==> config.mk <==
export PLATFORM = sky130hd
export DESIGN_NAME = axi_mem_arbiter
export DESIGN_NICKNAME = d
export VERILOG_FILES = /design/src/rtl/axi_mem_arbiter.sv
export SDC_FILE = /design/constraint.sdc
export NUM_CORES = 1
export LEC_CHECK = 0
export BUFFER_PORTS_ARGS = -buffer_cell sky130_fd_sc_hd__buf_2
export CORE_AREA = 2 2 305 307
export DETAILED_ROUTE_END_ITERATION = 8
export DIE_AREA = 0 0 307 309
export SLEW_MARGIN = 20
export SYNTH_ARGS = -nofsm -noshare
export SYNTH_HDL_FRONTEND = slang
export SYNTH_SLANG_ARGS = --single-unit
export TNS_END_PERCENT = 5
==> constraint.sdc <==
create_clock -name clk -period 2.3 [get_ports clk]
set_input_delay 0.115 -clock clk [delete_from_list [all_inputs] [get_ports clk]]
set_output_delay 0.115 -clock clk [all_outputs]
set_load 0.01 [all_outputs]
==> src/rtl/axi_mem_arbiter.sv <==
// axi_mem_arbiter
// Shares one downstream AXI4 slave port between two AXI4 masters
// (m0 = instruction fetch, m1 = load/store). Exactly one whole
// transaction (AR/R or AW/W/B) is in flight at a time; the FSM returns
// to IDLE after every transaction.
//
// Ports
//   clk, rst              rising-edge clock, synchronous active-high reset
//   m0_* / m1_*           AXI4 master-side channels (AR, R, AW, W, B)
//   s_*                   AXI4 slave-side channels, mirror of m<i>_*
//   busy                  a transaction is in flight (state != IDLE)
//   grant                 index of granted master, valid while busy
//   fsm_state             current FSM state, for observation
//
// Configuration macro
//   ARB_ROUND_ROBIN_EN    defined: round-robin between masters, the master
//                         granted last loses the next contention.
//                         undefined: fixed priority, m1 over m0.
//
// Handshake semantics: a channel transfers on a cycle where valid and
// ready are both high. Valid/ready toward a master are only ever driven
// for the registered grant, so no master valid reaches a master ready
// without first passing through the grant register.
module axi_mem_arbiter #(
  parameter int ADDR_W = 32,
  parameter int DATA_W = 64
) (
  input  logic              clk,
  input  logic              rst,
  // master 0
  input  logic              m0_arvalid,
  output logic              m0_arready,
  input  logic [ADDR_W-1:0] m0_araddr,
  input  logic [3:0]        m0_arid,
  input  logic [7:0]        m0_arlen,
  input  logic [2:0]        m0_arsize,
  input  logic [1:0]        m0_arburst,
  output logic              m0_rvalid,
  input  logic              m0_rready,
  output logic [DATA_W-1:0] m0_rdata,
  output logic [1:0]        m0_rresp,
  output logic              m0_rlast,
  output logic [3:0]        m0_rid,
  input  logic              m0_awvalid,
  output logic              m0_awready,
  input  logic [ADDR_W-1:0] m0_awaddr,
  input  logic [3:0]        m0_awid,
  input  logic [7:0]        m0_awlen,
  input  logic [2:0]        m0_awsize,
  input  logic [1:0]        m0_awburst,
  input  logic              m0_wvalid,
  output logic              m0_wready,
  input  logic [DATA_W-1:0] m0_wdata,
  input  logic [DATA_W/8-1:0] m0_wstrb,
  input  logic              m0_wlast,
  output logic              m0_bvalid,
  input  logic              m0_bready,
  output logic [1:0]        m0_bresp,
  output logic [3:0]        m0_bid,
  // master 1
  input  logic              m1_arvalid,
  output logic              m1_arready,
  input  logic [ADDR_W-1:0] m1_araddr,
  input  logic [3:0]        m1_arid,
  input  logic [7:0]        m1_arlen,
  input  logic [2:0]        m1_arsize,
  input  logic [1:0]        m1_arburst,
  output logic              m1_rvalid,
  input  logic              m1_rready,
  output logic [DATA_W-1:0] m1_rdata,
  output logic [1:0]        m1_rresp,
  output logic              m1_rlast,
  output logic [3:0]        m1_rid,
  input  logic              m1_awvalid,
  output logic              m1_awready,
  input  logic [ADDR_W-1:0] m1_awaddr,
  input  logic [3:0]        m1_awid,
  input  logic [7:0]        m1_awlen,
  input  logic [2:0]        m1_awsize,
  input  logic [1:0]        m1_awburst,
  input  logic              m1_wvalid,
  output logic              m1_wready,
  input  logic [DATA_W-1:0] m1_wdata,
  input  logic [DATA_W/8-1:0] m1_wstrb,
  input  logic              m1_wlast,
  output logic              m1_bvalid,
  input  logic              m1_bready,
  output logic [1:0]        m1_bresp,
  output logic [3:0]        m1_bid,
  // slave
  output logic              s_arvalid,
  input  logic              s_arready,
  output logic [ADDR_W-1:0] s_araddr,
  output logic [3:0]        s_arid,
  output logic [7:0]        s_arlen,
  output logic [2:0]        s_arsize,
  output logic [1:0]        s_arburst,
  input  logic              s_rvalid,
  output logic              s_rready,
  input  logic [DATA_W-1:0] s_rdata,
  input  logic [1:0]        s_rresp,
  input  logic              s_rlast,
  input  logic [3:0]        s_rid,
  output logic              s_awvalid,
  input  logic              s_awready,
  output logic [ADDR_W-1:0] s_awaddr,
  output logic [3:0]        s_awid,
  output logic [7:0]        s_awlen,
  output logic [2:0]        s_awsize,
  output logic [1:0]        s_awburst,
  output logic              s_wvalid,
  input  logic              s_wready,
  output logic [DATA_W-1:0] s_wdata,
  output logic [DATA_W/8-1:0] s_wstrb,
  output logic              s_wlast,
  input  logic              s_bvalid,
  output logic              s_bready,
  input  logic [1:0]        s_bresp,
  input  logic [3:0]        s_bid,
  // status
  output logic              busy,
  output logic              grant,
  output logic [2:0]        fsm_state
);

  typedef enum logic [2:0] {
    IDLE    = 3'd0,
    RD_ADDR = 3'd1,
    RD_DATA = 3'd2,
    WR_ADDR = 3'd3,
    WR_RESP = 3'd4
  } state_t;

  state_t state;
  logic   aw_done;
  logic   w_done;
  logic   req0, req1, win;

  assign req0 = m0_arvalid | m0_awvalid;
  assign req1 = m1_arvalid | m1_awvalid;

`ifdef ARB_ROUND_ROBIN_EN
  logic last;
  // On contention the master not granted last time wins.
  assign win = (req0 & req1) ? ~last : req1;
`else
  assign win = req1;
`endif

  // Granted-master view of the request-side signals.
  logic g_arvalid, g_rready, g_awvalid, g_wvalid, g_bready;
  assign g_arvalid = grant ? m1_arvalid : m0_arvalid;
  assign g_rready  = grant ? m1_rready  : m0_rready;
  assign g_awvalid = grant ? m1_awvalid : m0_awvalid;
  assign g_wvalid  = grant ? m1_wvalid  : m0_wvalid;
  assign g_bready  = grant ? m1_bready  : m0_bready;

  logic in_rd_addr, in_rd_data, aw_fwd, w_fwd, in_wr_resp;
  assign in_rd_addr = (state == RD_ADDR);
  assign in_rd_data = (state == RD_DATA);
  // Each write channel stops forwarding once its handshake has completed.
  assign aw_fwd     = (state == WR_ADDR) & ~aw_done;
  assign w_fwd      = (state == WR_ADDR) & ~w_done;
  assign in_wr_resp = (state == WR_RESP);

  // Slave side
  assign s_arvalid = in_rd_addr & g_arvalid;
  assign s_araddr  = grant ? m1_araddr  : m0_araddr;
  assign s_arid    = grant ? m1_arid    : m0_arid;
  assign s_arlen   = grant ? m1_arlen   : m0_arlen;
  assign s_arsize  = grant ? m1_arsize  : m0_arsize;
  assign s_arburst = grant ? m1_arburst : m0_arburst;
  assign s_rready  = in_rd_data & g_rready;
  assign s_awvalid = aw_fwd & g_awvalid;
  assign s_awaddr  = grant ? m1_awaddr  : m0_awaddr;
  assign s_awid    = grant ? m1_awid    : m0_awid;
  assign s_awlen   = grant ? m1_awlen   : m0_awlen;
  assign s_awsize  = grant ? m1_awsize  : m0_awsize;
  assign s_awburst = grant ? m1_awburst : m0_awburst;
  assign s_wvalid  = w_fwd & g_wvalid;
  assign s_wdata   = grant ? m1_wdata : m0_wdata;
  assign s_wstrb   = grant ? m1_wstrb : m0_wstrb;
  assign s_wlast   = grant ? m1_wlast : m0_wlast;
  assign s_bready  = in_wr_resp & g_bready;

  // Master side: handshake signals only toward the granted master.
  assign m0_arready = in_rd_addr & s_arready & ~grant;
  assign m1_arready = in_rd_addr & s_arready &  grant;
  assign m0_rvalid  = in_rd_data & s_rvalid  & ~grant;
  assign m1_rvalid  = in_rd_data & s_rvalid  &  grant;
  assign m0_awready = aw_fwd & s_awready & ~grant;
  assign m1_awready = aw_fwd & s_awready &  grant;
  assign m0_wready  = w_fwd & s_wready & ~grant;
  assign m1_wready  = w_fwd & s_wready &  grant;
  assign m0_bvalid  = in_wr_resp & s_bvalid & ~grant;
  assign m1_bvalid  = in_wr_resp & s_bvalid &  grant;

  // Payloads are qualified by valid, so both masters see the slave fields.
  assign m0_rdata = s_rdata;
  assign m1_rdata = s_rdata;
  assign m0_rresp = s_rresp;
  assign m1_rresp = s_rresp;
  assign m0_rlast = s_rlast;
  assign m1_rlast = s_rlast;
  assign m0_rid   = s_rid;
  assign m1_rid   = s_rid;
  assign m0_bresp = s_bresp;
  assign m1_bresp = s_bresp;
  assign m0_bid   = s_bid;
  assign m1_bid   = s_bid;

  assign busy      = (state != IDLE);
  assign fsm_state = state;

  logic aw_hs, w_hs;
  assign aw_hs = s_awvalid & s_awready;
  assign w_hs  = s_wvalid & s_wready & s_wlast;

  always_ff @(posedge clk) begin
    if (rst) begin
      state   <= IDLE;
      grant   <= 1'b0;
      aw_done <= 1'b0;
      w_done  <= 1'b0;
`ifdef ARB_ROUND_ROBIN_EN
      last    <= 1'b1;
`endif
    end else begin
      case (state)
        IDLE: begin
          if (req0 | req1) begin
            grant   <= win;
            aw_done <= 1'b0;
            w_done  <= 1'b0;
`ifdef ARB_ROUND_ROBIN_EN
            last    <= win;
`endif
            // A pending write wins over a pending read of the same master.
            if (win ? m1_awvalid : m0_awvalid) state <= WR_ADDR;
            else                               state <= RD_ADDR;
          end
        end
        RD_ADDR: if (s_arvalid & s_arready) state <= RD_DATA;
        RD_DATA: if (s_rvalid & s_rready & s_rlast) state <= IDLE;
        WR_ADDR: begin
          aw_done <= aw_done | aw_hs;
          w_done  <= w_done | w_hs;
          if ((aw_done | aw_hs) & (w_done | w_hs)) state <= WR_RESP;
        end
        WR_RESP: begin
          if (s_bvalid & s_bready) begin
            state   <= IDLE;
            aw_done <= 1'b0;
            w_done  <= 1'b0;
          end
        end
        default: state <= IDLE;
      endcase
    end
  end

endmodule

==> flow_metrics.env <==
export IMPL_status="finished, final reports clean"
export IMPL_max_slew_margin=0.584
export IMPL_h_tree_depth=1
export IMPL_syn_inst=420
export IMPL_holdCritPathClass="primary input to flip-flop"
export IMPL_synth_edf_count=0
export IMPL_cts_hold_buf=0
export IMPL_hold_viol=0
export IMPL_path_cells="buf_12, mux2_2, buf_2"
export IMPL_drc_errors=0
export IMPL_fill_cells=10800
export IMPL_gp_congestion=0.770
export IMPL_clk_pin_slew_ns=0.04
export IMPL_synth_flop_cell="dfxtp_1"
export IMPL_crit_required_ns=2.18
export IMPL_rows=111
export IMPL_ys_ff_latch=6
export IMPL_fin_crit_ns=2.02
export IMPL_fin_tns_setup_ns=0
export IMPL_drive_gt1_frac=0.913
export IMPL_ff_latch_area_um2=124
export IMPL_die_area_mm2=0.0949
export IMPL_num_vias=4913
export IMPL_critPathSlowestCell="mux2_2"
export IMPL_rsz0062_at_grt="no"
export IMPL_globalRouteTotalUtil=0.118
export IMPL_nets=1240
export IMPL_slowest_delay_ns=0.47
export IMPL_fin_crit_sh=0.877
export IMPL_worstMarginPinSlew_ns=0.623
export IMPL_multi_input_area_mm2=0.00229
export IMPL_ant_nets=0
export IMPL_synth_cell_types=32
export IMPL_slew_viol_final=0
export IMPL_powerDensity_mw_per_mm2=644
export IMPL_grt_max_degree=89
export IMPL_synth_area_mm2=0.00370
export IMPL_numCtsBuffers=3
export IMPL_avgSynthCellArea_um2=8.82
export IMPL_p_total_mw=4.40
export IMPL_cts_resized=0
export IMPL_via_per_inst=2.46
export IMPL_setup_viol=0
export IMPL_synth_area_leader_cell="mux2_2"
export IMPL_ys_warn_count=0
export IMPL_first_global_vias=4743
export IMPL_routed_wl_mm=59.7
export IMPL_die_x_um=307
export IMPL_fmaxAchievable_mhz=495
export IMPL_cap_viol_max_count=0
export IMPL_synthDominantCellAreaShare=0.523
export IMPL_synthArstFlopShare=0
export IMPL_grt_overflow_total=0
export IMPL_netlist_top_cells_count="172 x mux2_2, 154 x buf_4, 15 x nor2_1"
export IMPL_area_growth_pct=84.7
export IMPL_post_drt_wl_per_cell_um=29.9
export IMPL_ir_drop_mv=0.411
export IMPL_synth_area_leaders="mux2_2 52%, buf_4 31%, dfxtp_1 3.2%"
export IMPL_critical_path_class="flip-flop to output pin"
export IMPL_ctsLongestPathBuffers=2
export IMPL_synthesis_nets=856
export IMPL_yosysMostFrequentCell="mux2_2"
export IMPL_port_buffer_count=552
export IMPL_tritoncts="done"
export IMPL_postCtsSetupBuffers=0
export IMPL_core_area_mm2=0.0914
export IMPL_startpoint_type="flip-flop"
export IMPL_antenna_found_initial=42
export IMPL_cp_arrival_ns=1.90
export IMPL_drt_iter0_drc=222
export IMPL_worst_skew_pair_late_latency_ns=0.24
export IMPL_leakage_nw=3.07
export IMPL_clock_skew_ns=0.00334
export IMPL_cp_max_fo=88
export IMPL_dp_hpwl_mm=57.0
export IMPL_ys_seq_area_frac=0.0324
export IMPL_start_util=0.0405
export IMPL_clock_root_buffer="clkbuf_16"
export IMPL_drtPass1Iterations=4
export IMPL_ff2ff_setup_slack_ns=0.53
export IMPL_io_pins=781
export IMPL_grt_pass1_wl_mm=67.3
export IMPL_clock_sinks=6
export IMPL_crit_path_end_kind="output pin"
export IMPL_die_height_um=309
per-layer routing:
metal / vias up / part of all wire / global-route usage / wire length (µm)
li1: 2080 / - / - / -
met1: 2149 / 0.44 / 0.158 / 26400
met2: 592 / 0.37 / 0.154 / 21900
met3: 82 / 0.16 / 0.0748 / 9740
met4: 10 / 0.027 / 0.0288 / 1580
met5: - / 0.0013 / 0 / 76
through the flow:
step	hold WS (ns)	instance area, µm²	instances	util	worst slack, ns
detailed placement	0.230	6740	1985	0.0737	0.535
finish	0.120	6840	1997	0.0748	0.282
global route	0.129	6840	1997	0.0748	0.238
floorplan	0.181	3700	420	-	0.677
CTS	0.116	6820	1989	0.0746	0.284
global placement	0.230	6740	1985	0.0737	0.553
state kept, by name, summed over array words and instances (netlist names):
name	cells
fsm_state	3
aw_done	1
grant	1
w_done	1
area by class of cell:
cell class                 instances  share of cell area
clock buffer                       4              0.0115
inverter                           4             0.00220
tap                             1186               0.217
antenna                            8             0.00293
timing repair buffer             555               0.413
multi-input combinational        234               0.335
sequential                         6              0.0181
power breakdown:
group | switching, mW | leakage, nW | internal, mW | total (mW)
registers | 0.0659 | 0.0498 | 0.131 | 0.197
logic | 2.34 | 2.98 | 1.56 | 3.91
clock network | 0.0671 | 0.0382 | 0.231 | 0.298
kinds of logic (layout without fill, tap and decap cells):
kind of cell    after synthesis  after routing  share of synthesized area
compound gates               17             17                     0.0345
buf+inv                     180            563                      0.348
flops                         6              6                     0.0324
mux                         175            175                      0.531
other cells                   0              8                          0
simple gates                 42             42                     0.0537
critical path, delay by kind of cell, from the launching register on:
family	cells	cell delay [ns]
buffers and inverters	2	0.54
muxes	1	0.47
DFF	1	0.45
cell usage in the layout, fill, tap and decap left out, drive strengths merged:
master    n
a21oi     4
a221oi    1
a22oi     1
a311oi    1
a31oi     2
a32o      1
and2      1
buf     555
clkbuf    4
dfxtp     6
diode     8
inv       4
mux2    172
mux2i     3
nand2     9
nand3     1
nand3b    1
nor2     15
nor2b     7
nor3      4
nor3b     1
nor4      1
o211ai    1
o21ai     2
o21bai    1
o221ai    1
o22ai     1
o31ai     1
or3       2
worst paths after layout:
kind,startpoint,cells after the start,end
setup reg to reg,fsm_state[0],5,fsm_state[2]
hold reg to reg,aw_done,2,aw_done
hold / removal,rst,2,fsm_state[2]
setup / recovery,grant,3,s_wdata[32]
No activity file was read; power rests on OpenSTA's default activity.
